<file path="config.mk">
export PLATFORM = sky130hd
export DESIGN_NAME = spi_shift_ctrl_flat
export DESIGN_NICKNAME = d
export VERILOG_FILES = /design/src/rtl/spi_shift_ctrl_if.sv /design/src/rtl/spi_shift_ctrl.sv /design/src/flat_wrapper.sv
export SDC_FILE = /design/constraint.sdc
export NUM_CORES = 1
export LEC_CHECK = 0
export CAP_MARGIN = 15
export CELL_PAD_IN_SITES_DETAIL_PLACEMENT = 1
export CELL_PAD_IN_SITES_GLOBAL_PLACEMENT = 1
export CORE_MARGIN = 2
export CORE_UTILIZATION = 41
export CTS_CLUSTER_SIZE = 40
export DETAILED_ROUTE_END_ITERATION = 12
export GPL_ROUTABILITY_DRIVEN = 0
export PLACE_DENSITY = 0.77
export SYNTH_ARGS = -nofsm -noshare
export SYNTH_HDL_FRONTEND = slang
export SYNTH_SLANG_ARGS = --single-unit
export TNS_END_PERCENT = 30
</file>
<file path="constraint.sdc">
create_clock -name PCLK -period 3.4 [get_ports PCLK]
set_input_delay 0.51 -clock PCLK [delete_from_list [all_inputs] [get_ports PCLK]]
set_output_delay 0.51 -clock PCLK [all_outputs]
set_load 0.01 [all_outputs]
</file>
<file path="src/rtl/spi_shift_ctrl_if.sv">
// Signal bundle between the SPI register slave / serial pins and the
// spi_shift_ctrl transfer engine. The engine uses the master modport.
interface spi_shift_ctrl_if #(
   parameter int DATA_W = 8
);
   logic              mstr_i;
   logic              cpol_i;
   logic              cpha_i;
   logic              lsbfe_i;
   logic [2:0]        sppr_i;
   logic [2:0]        spr_i;
   logic              send_data_i;
   logic [DATA_W-1:0] mosi_data_i;
   logic              miso_i;
   logic              sclk_o;
   logic              ss_o;
   logic              mosi_o;
   logic              tip_o;
   logic              receive_data_o;
   logic [DATA_W-1:0] miso_data_o;

   modport master (
      input  mstr_i, cpol_i, cpha_i, lsbfe_i, sppr_i, spr_i,
      input  send_data_i, mosi_data_i, miso_i,
      output sclk_o, ss_o, mosi_o, tip_o, receive_data_o, miso_data_o
   );

   modport slave (
      output mstr_i, cpol_i, cpha_i, lsbfe_i, sppr_i, spr_i,
      output send_data_i, mosi_data_i, miso_i,
      input  sclk_o, ss_o, mosi_o, tip_o, receive_data_o, miso_data_o
   );
endinterface

</file>
<file path="src/rtl/spi_shift_ctrl.sv">
// SPI master shift engine with baud divider: one byte per send_data request.
// Optional macro SPI_LOOPBACK_EN samples mosi_o instead of miso_i.
module spi_shift_ctrl #(
   parameter int DATA_W = 8
) (
   input  logic             PCLK,
   input  logic             PRESET,
   spi_shift_ctrl_if.master bus
);
   localparam int EDGES = 2 * DATA_W;
   localparam int EW    = $clog2(EDGES);
   localparam int BW    = $clog2(DATA_W);
   localparam logic [BW-1:0] MSB_IDX   = BW'(DATA_W - 1);
   localparam logic [EW-1:0] LAST_EDGE = EW'(EDGES - 1);

   typedef enum logic [2:0] {IDLE, LEAD, XFER, TRAIL, DONE} state_t;

   state_t            state;
   logic [10:0]       div_cnt;
   logic [10:0]       half_m1;
   logic              tick;
   logic [EW-1:0]     edge_cnt;
   logic              cpol_q;
   logic              cpha_q;
   logic              lsbfe_q;
   logic [2:0]        sppr_q;
   logic [2:0]        spr_q;
   logic [DATA_W-1:0] tx_byte;
   logic [DATA_W-1:0] rx_byte;
   logic              serial_in;
   logic              accept;
   logic              do_sample;
   logic              do_shift;
   logic [BW-1:0]     bit_k;
   logic [BW-1:0]     shift_k;

   function automatic logic [10:0] half_period_m1(input logic [2:0] sppr,
                                                  input logic [2:0] spr);
      logic [10:0] h;
      h = ({8'd0, sppr} + 11'd1) << spr;
      return h - 11'd1;
   endfunction

   function automatic logic pick_bit(input logic [DATA_W-1:0] b,
                                     input logic lsbf,
                                     input logic [BW-1:0] k);
      return lsbf ? b[k] : b[MSB_IDX - k];
   endfunction

   function automatic logic [DATA_W-1:0] place_bit(input logic [DATA_W-1:0] b,
                                                   input logic lsbf,
                                                   input logic [BW-1:0] k,
                                                   input logic v);
      logic [DATA_W-1:0] r;
      r = b;
      if (lsbf)
         r[k] = v;
      else
         r[MSB_IDX - k] = v;
      return r;
   endfunction

`ifdef SPI_LOOPBACK_EN
   assign serial_in = bus.mosi_o;
`else
   assign serial_in = bus.miso_i;
`endif

   assign half_m1 = half_period_m1(sppr_q, spr_q);
   assign tick    = (div_cnt == half_m1);
   assign accept  = (state == IDLE) && bus.send_data_i && bus.mstr_i;

   // Even 0-based edge index is a leading edge; each bit owns one edge pair.
   assign bit_k     = edge_cnt[EW-1:1];
   assign shift_k   = cpha_q ? bit_k : bit_k + BW'(1);
   assign do_sample = (state == XFER) && tick && (edge_cnt[0] == cpha_q);
   assign do_shift  = (state == XFER) && tick && (edge_cnt[0] != cpha_q) &&
                      (cpha_q || (edge_cnt != LAST_EDGE));

   always_ff @(posedge PCLK or posedge PRESET) begin
      if (PRESET) begin
         state              <= IDLE;
         div_cnt            <= '0;
         edge_cnt           <= '0;
         cpol_q             <= 1'b0;
         cpha_q             <= 1'b0;
         lsbfe_q            <= 1'b0;
         sppr_q             <= '0;
         spr_q              <= '0;
         bus.sclk_o         <= 1'b0;
         bus.ss_o           <= 1'b1;
         bus.mosi_o         <= 1'b0;
         bus.tip_o          <= 1'b0;
         bus.receive_data_o <= 1'b0;
         bus.miso_data_o    <= '0;
      end else begin
         bus.receive_data_o <= 1'b0;
         case (state)
            IDLE: begin
               bus.sclk_o <= bus.cpol_i;
               bus.ss_o   <= 1'b1;
               bus.tip_o  <= 1'b0;
               bus.mosi_o <= 1'b0;
               div_cnt    <= '0;
               edge_cnt   <= '0;
               if (accept) begin
                  cpol_q    <= bus.cpol_i;
                  cpha_q    <= bus.cpha_i;
                  lsbfe_q   <= bus.lsbfe_i;
                  sppr_q    <= bus.sppr_i;
                  spr_q     <= bus.spr_i;
                  bus.ss_o  <= 1'b0;
                  bus.tip_o <= 1'b1;
                  if (!bus.cpha_i)
                     bus.mosi_o <= pick_bit(bus.mosi_data_i, bus.lsbfe_i, '0);
                  state <= LEAD;
               end
            end
            LEAD: begin
               div_cnt <= tick ? '0 : div_cnt + 11'd1;
               if (tick)
                  state <= XFER;
            end
            XFER: begin
               div_cnt <= tick ? '0 : div_cnt + 11'd1;
               if (tick) begin
                  bus.sclk_o <= ~bus.sclk_o;
                  edge_cnt   <= edge_cnt + EW'(1);
                  if (do_shift)
                     bus.mosi_o <= pick_bit(tx_byte, lsbfe_q, shift_k);
                  if (edge_cnt == LAST_EDGE) begin
                     edge_cnt <= '0;
                     state    <= TRAIL;
                  end
               end
            end
            TRAIL: begin
               div_cnt <= tick ? '0 : div_cnt + 11'd1;
               if (tick) begin
                  bus.ss_o           <= 1'b1;
                  bus.tip_o          <= 1'b0;
                  bus.mosi_o         <= 1'b0;
                  bus.receive_data_o <= 1'b1;
                  bus.miso_data_o    <= rx_byte;
                  state              <= DONE;
               end
            end
            DONE: begin
               div_cnt <= '0;
               state   <= IDLE;
            end
            default: state <= IDLE;
         endcase
      end
   end

   // Shift data carries no reset: it is reloaded on every accepted request.
   always_ff @(posedge PCLK) begin
      if (accept) begin
         tx_byte <= bus.mosi_data_i;
         rx_byte <= '0;
      end else if (do_sample) begin
         rx_byte <= place_bit(rx_byte, lsbfe_q, bit_k, serial_in);
      end
   end
endmodule

</file>
<file path="src/flat_wrapper.sv">
// flat-port wrapper written by rule: the top's interface ports become plain ports
module spi_shift_ctrl_flat 
#(
   parameter int DATA_W = 8
)
  (PCLK, PRESET, bus_mstr_i, bus_cpol_i, bus_cpha_i, bus_lsbfe_i, bus_sppr_i, bus_spr_i, bus_send_data_i, bus_mosi_data_i, bus_miso_i, bus_sclk_o, bus_ss_o, bus_mosi_o, bus_tip_o, bus_receive_data_o, bus_miso_data_o);
  spi_shift_ctrl_if #(.DATA_W(DATA_W)) bus_i ();
  input  logic PCLK;
  input  logic PRESET;
  input wire logic [$bits(bus_i.mstr_i)-1:0] bus_mstr_i;
  input wire logic [$bits(bus_i.cpol_i)-1:0] bus_cpol_i;
  input wire logic [$bits(bus_i.cpha_i)-1:0] bus_cpha_i;
  input wire logic [$bits(bus_i.lsbfe_i)-1:0] bus_lsbfe_i;
  input wire logic [$bits(bus_i.sppr_i)-1:0] bus_sppr_i;
  input wire logic [$bits(bus_i.spr_i)-1:0] bus_spr_i;
  input wire logic [$bits(bus_i.send_data_i)-1:0] bus_send_data_i;
  input wire logic [$bits(bus_i.mosi_data_i)-1:0] bus_mosi_data_i;
  input wire logic [$bits(bus_i.miso_i)-1:0] bus_miso_i;
  output wire logic [$bits(bus_i.sclk_o)-1:0] bus_sclk_o;
  output wire logic [$bits(bus_i.ss_o)-1:0] bus_ss_o;
  output wire logic [$bits(bus_i.mosi_o)-1:0] bus_mosi_o;
  output wire logic [$bits(bus_i.tip_o)-1:0] bus_tip_o;
  output wire logic [$bits(bus_i.receive_data_o)-1:0] bus_receive_data_o;
  output wire logic [$bits(bus_i.miso_data_o)-1:0] bus_miso_data_o;
  assign bus_i.mstr_i = bus_mstr_i;
  assign bus_i.cpol_i = bus_cpol_i;
  assign bus_i.cpha_i = bus_cpha_i;
  assign bus_i.lsbfe_i = bus_lsbfe_i;
  assign bus_i.sppr_i = bus_sppr_i;
  assign bus_i.spr_i = bus_spr_i;
  assign bus_i.send_data_i = bus_send_data_i;
  assign bus_i.mosi_data_i = bus_mosi_data_i;
  assign bus_i.miso_i = bus_miso_i;
  assign bus_sclk_o = bus_i.sclk_o;
  assign bus_ss_o = bus_i.ss_o;
  assign bus_mosi_o = bus_i.mosi_o;
  assign bus_tip_o = bus_i.tip_o;
  assign bus_receive_data_o = bus_i.receive_data_o;
  assign bus_miso_data_o = bus_i.miso_data_o;
  spi_shift_ctrl #(.DATA_W(DATA_W)) u_core (.PCLK(PCLK), .PRESET(PRESET), .bus(bus_i));
endmodule
</file>
## Yosys cells after proc, flatten, opt, wreduce, memory -nomap -nowiden

Index checks and enable logic that the tools add are counted.

- Word-level logic and storage cells: 107
- Output and inout bits: 13
- Flip-flop bits (word level): 55
- Bits of input ports: 22

- Shifts and indexed selects: 1
- Eq/ne operators: 15
- Muxes and demuxes: 40
- Reductions and logical operators: 22
- $lt $le $gt $ge: 6
- Add/sub/neg operators: 7
- Bitwise gates (word level): 1

Operator list:

| operator | count |
|---|---|
| $pmux W11 S2 | 1 |
| $mux W3 | 6 |
| $mux W1 | 17 |
| $bwmux W8 | 2 |
| $lt A3 B4 Y1 const B | 4 |
| $pmux W3 S4 | 1 |
| $add A11 B1 Y11 const B | 1 |
| $eq A11 B11 Y1 | 1 |
| $mux W11 | 1 |
| $shl A11 B3 Y11 | 1 |
| $sub A11 B1 Y11 const B | 1 |
| $ne A2 B1 Y1 const B | 5 |
| $logic_and A1 B1 Y1 | 8 |
| $mux W4 | 2 |
| $mux W8 | 1 |
| $pmux W4 S2 | 1 |
| $reduce_and A2 Y1 | 4 |
| $bmux W1 S3 | 2 |
| $demux W1 S3 | 2 |
| $eq A3 B2 Y1 const B | 2 |
| $ge A3 B1 Y1 const B | 2 |
| $pmux W1 S2 | 3 |
| $reduce_bool A2 Y1 | 3 |
| $sub A3 B3 Y3 const A | 2 |
| 19 further kinds | 19 |

## Logic depth before layout (Yosys ltp)

- Depth in word-level cells: 10
- Mapped depth: 13
- Depth with buffers taken out: 12

## Worst setup path after synthesis

OpenSTA, ideal clock, no wires.

- Path type: reg-to-reg
- Start: register u_core.sppr_q[1]
- End: register u_core.state[1]
- Data required time: 3.275 ns
- Cell stages (with the launch flop): 11
- Library setup time: 0.125 ns
- Slack: 0.031 ns
- Clock period less this slack: 3.369 ns
- Path buffers: 0
- Data arrival time: 3.245 ns
- Cells stage by stage: dfrtp_1 > ha_1 > nor2b_1 > o31ai_1 > or3_1 > a2111o_1 > a211oi_2 > o21ai_0 > or3_1 > nor2_1 > mux2_2

- Word-level cells in the longest chain between the ends: 6
- Elaborated cells between the ends (all ways): 8
- Classes of those cells: add/sub (2); eq/ne (4); shift (1); reduce/logical (1)

Ends and longest elaborated chain:

| what | line | source |
|---|---|---|
| start: declaration | spi_shift_ctrl.sv:26 | `logic [2:0] sppr_q;` |
| start signal: assignment | spi_shift_ctrl.sv:110 | `sppr_q <= bus.sppr_i;` |
| $add A3 B1 Y4 (*) | spi_shift_ctrl.sv:40 | `h = ({8'd0, sppr} + 11'd1) << spr;` |
| $shl A11 B3 Y11 (*) | spi_shift_ctrl.sv:40 |  |
| $sub A11 B1 Y11 (*) | spi_shift_ctrl.sv:41 | `return h - 11'd1;` |
| $eq A11 B11 Y1 (*) | spi_shift_ctrl.sv:70 | `assign tick = (div_cnt == half_m1);` |
| $ne A2 B1 Y1 (no line) | - |  |
| $reduce_and A5 Y1 (no line) (*) | - |  |
| end signal: assignment | spi_shift_ctrl.sv:82 | `state <= IDLE;` |
| end signal: assignment | spi_shift_ctrl.sv:116 | `state <= LEAD;` |
| end signal: assignment | spi_shift_ctrl.sv:122 | `state <= XFER;` |
| end: declaration | spi_shift_ctrl.sv:18 | `state_t state;` |

Mark *: on every way between the ends. The rest lies on a longest branch, timed or not.
A chain may end at the register's enable or synchronous reset.

## Worst setup path after layout

- Start: register u_core.sppr_q[0]
- End: register u_core.bus.miso_data_o[1]

- Word-level cells in the longest chain between the ends: 5

Ends and longest elaborated chain:

| what | line | source |
|---|---|---|
| $add A3 B1 Y4 | spi_shift_ctrl.sv:40 |  |
| $shl A11 B3 Y11 | spi_shift_ctrl.sv:40 |  |
| $sub A11 B1 Y11 | spi_shift_ctrl.sv:41 |  |
| $eq A11 B11 Y1 | spi_shift_ctrl.sv:70 |  |
| $reduce_and A2 Y1 (no line) | - |  |
| end signal: assignment | spi_shift_ctrl.sv:144 | `bus.miso_data_o <= rx_byte;` |
| end: declaration | spi_shift_ctrl_if.sv:25 | `output sclk_o, ss_o, mosi_o, tip_o, receive_data_o, miso_data_o` |

No other way between the ends.

==> results.toml <==
[detailed_routing]
drcViolationCount = 0
routed_wl_um = 10000
drtIter0Drc = 127
wl_per_cell_um = 17.9
final_antenna_net_count = 0
vias = 3261
firstDrtPassIters = 4
vias_per_cell = 5.83

[global_route]
grt.overflow.total = 0
grtUsageMet1_pct = 27.9
grt_use_met3_pct = 3.05
grt_use_met2_pct = 37.1
grt_pass1_vias = 3427
grt_pass1_wl_um = 16900
top_usage_layer = "met2"
antenna_found_initial = 0
grt_max_degree = 24
track_usage_pct = 21.3

[sta]
max_freq_mhz = 307
slew_violations = 0
setup_viol = 0
hold_violations = 0
max-slew-margin-rel_pct = 40.9
setup_ws_ps = 147
period_needed_ps = 3250
setup_tns_ps = 0
fin_skew_ps = 8.36
period_share_pct = 95.7
worst_pin_slew_ps = 885
holdWs_ps = 465

[floorplanning]
die_h_um = 98.6
core_area_um2 = 8680
rows = 34
num_io_pins = 35
die_area_um2 = 9720
die-width_um = 98.6
start_util_pct = 42.3

[setup_path]
worstPathArrival_ps = 3470
crit_chain = "ha_4 -> buf_4 -> nand2b_4 -> buf_4 -> nand2_2 -> o32a_1 -> nor3b_2 -> buf_4 -> a21oi_4 -> nor2_1 -> nor4b_4 -> nand3_2 -> buf_12 -> mux2_4"
startpoint_type = "register"
worst_path_dominant_cell_family = "simple AND/OR/NAND/NOR gates"
worst-path-buf-inv = 4
crit_path_end_kind = "register"
cpPeakStageDelay_ps = 440
path_class = "register to register"
crit_required_ps = 3610
slowest_stage = "dfrtp_1"
critPathMaxFanout = 10
cp_common_cell = "buf_4"

[synth]
netlist_area_um2 = 3670
syn_nets = 413
synth-seq-cells = 55
synthTopCellsByArea = "dfrtp_1, edfxtp_1, nand2_1"
ys.warnings.count = 0
synth_top_cell_by_area = "dfrtp_1"
synth_edf_count = 8
yosys.cell_types.count = 67
synth_cells = 386
async_flop_share_pct = 70.9
ys.flop_type = "dfrtp_1"
synth.avg_cell_area_um2 = 9.50
synth_top_area_share_pct = 25.9
ys_seq_area_share_pct = 37.6

[power_and_ir_drop]
comb_power_share_pct = 64.7
p_int_w = 0.00230
powerDensity_nw_per_um2 = 909
netSwitchingFraction_pct = 44.9
p_total_w = 0.00417
cellLeakagePower_nw = 1.93
max-vdd-ir-drop_mv = 0.324
p_sw_w = 0.00187
pwr-share-seq_pct = 25.7
clockPowerShare_pct = 9.6

[clocking]
insertion_delay_ps = 320
cts.clk_slew.worst_paths_ps = 110
ctsRootBufferMaster = "clkbuf_8"
tritoncts = "done"
cts_buffers = 5
h-tree-depth = 2
clock-sinks = 55
cts_buffer_depth = 2

[outcome]
status = "complete, no violations"

[finish]
fin_area_um2 = 4590
diodes = 0
area_delta_synth_final_pct = 25.0
nets = 477
final_layout_size_suffix_gt1_share_pct = 23.5

[placement]
dpl.hpwl_um = 7590
io_buffers = 34
place_ws_ps = -0.980
placed_area_um2 = 4370

[job]
cap_violations = 0

[min_path]
hold_class = "register to register"
-- registers in the layout (all words and copies together), names as in the netlist, 3 cells and up --
name                    cells
u_core.state                3
u_core.bus.miso_data_o      8
u_core.rx_byte              8
u_core.div_cnt             11
u_core.spr_q                3
u_core.edge_cnt             4
u_core.sppr_q               3
u_core.tx_byte              8
-- power by group through the flow --
stage | sequential, W | combinational (W) | clock, W
floorplan | 0.00101 | 0.00156 | 0
detailed placement | 0.00107 | 0.00246 | 0
CTS | 0.00106 | 0.00248 | 0.000412
global placement | 0.00107 | 0.00238 | 0
finish | 0.00107 | 0.00270 | 0.000398
global route | 0.00111 | 0.00296 | 0.000439
-- routing by layer --
metal / vias to the layer above / share of wire, %
met5: - / 0
li1: 1547 / -
met2: 69 / 50
met1: 1629 / 44
met4: 0 / 1.9
met3: 16 / 3.7
-- cells in the mapped netlist (3+ instances only) --
| cell type | number |
|---|---|
| a31oi_1 | 6 |
| a211oi_1 | 5 |
| and3_1 | 5 |
| o211ai_1 | 6 |
| o311ai_0 | 3 |
| mux2_4 | 6 |
| nor2_1 | 36 |
| or3_1 | 4 |
| nand2_1 | 45 |
| edfxtp_1 | 8 |
| xor2_1 | 9 |
| inv_1 | 11 |
| nand3_1 | 13 |
| nor2b_1 | 13 |
| buf_2 | 6 |
| nand2b_1 | 3 |
| nor3_1 | 4 |
| nand3b_1 | 4 |
| dfrtp_1 | 38 |
| mux2_2 | 12 |
| and2_1 | 4 |
| ha_1 | 5 |
| o2111a_1 | 3 |
| a22oi_1 | 9 |
| o31ai_1 | 6 |
| dfxtp_1 | 8 |
| o21ai_0 | 14 |
| mux4_2 | 5 |
| xnor2_1 | 13 |
| mux2i_1 | 11 |
| clkbuf_1 | 10 |
| a21oi_1 | 13 |
-- final cells by class --
type,count,area (µm²)
timing repair buffer,77,679
inverter,12,45.0
clock buffer,5,68.8
clock inverter,3,26.3
tap,108,135
sequential,55,1380
multi-input combinational,299,2250
fill,1013,4090
-- cell usage in the layout (no fill, tap or decap), types with 6 or more instances in the layout --
master and n:
nand2_1 44, buf_4 41, dfrtp_1 37, nor2_1 36, clkdlybuf4s50_1 34, nand3_1 13
xnor2_1 13, mux2_2 12, inv_1 11, nor2b_1 11, a21oi_1 11, mux2i_1 11
o21ai_0 10, a22oi_1 9, xor2_1 9, dfxtp_1 8, edfxtp_1 8, o211ai_1 6
mux2_4 6
-- timing repair --
action	in CTS	in global routing
gates resized for setup	2	27
pin swaps	0	5
setup buffers	0	1
hold buffers	0	0
endpoints found under the setup margin	7	36
-- tightest hold or removal path: cells and delay by family (launching register included) --
| family | cells | cell delay, ps |
|---|---|---|
| flip-flops | 1 | 330 |
| AND/OR/NAND/NOR | 1 | 50 |
| multiplexers | 1 | 50 |
-- final timing paths --
path	slack [ps]	cells after the start	start	endpoint
setup / recovery	150	14	u_core.sppr_q[0]	u_core.bus.miso_data_o[1]
hold / removal	470	2	u_core.rx_byte[6]	u_core.rx_byte[6]
setup reg to reg	150	14	u_core.sppr_q[0]	u_core.bus.miso_data_o[1]
hold reg to reg	470	2	u_core.rx_byte[6]	u_core.rx_byte[6]
max in group asynchronous	1980	3	PRESET	u_core.bus.ss_o
min in group asynchronous	660	2	PRESET	u_core.bus.miso_data_o[7]
-- kinds of logic after synthesis --
group / count (synthesis) / synth area share, %
simple gates: 147 / 20.6
mux: 34 / 12.2
fa+ha+maj: 5 / 1.71
xor+xnor: 23 / 6.01
compound gates: 90 / 18.0
flops: 55 / 37.6
buf+inv: 32 / 3.89
-- stage by stage --
| step | instances | utilization, % |
|---|---|---|
| finish | 559 | 52.8 |
| global route | 559 | 52.8 |
| CTS | 558 | 51.5 |
| detailed placement | 550 | 50.4 |
| global placement | 550 | 50.4 |
| floorplan | 386 | - |
(Power assumes the default switching activity.)
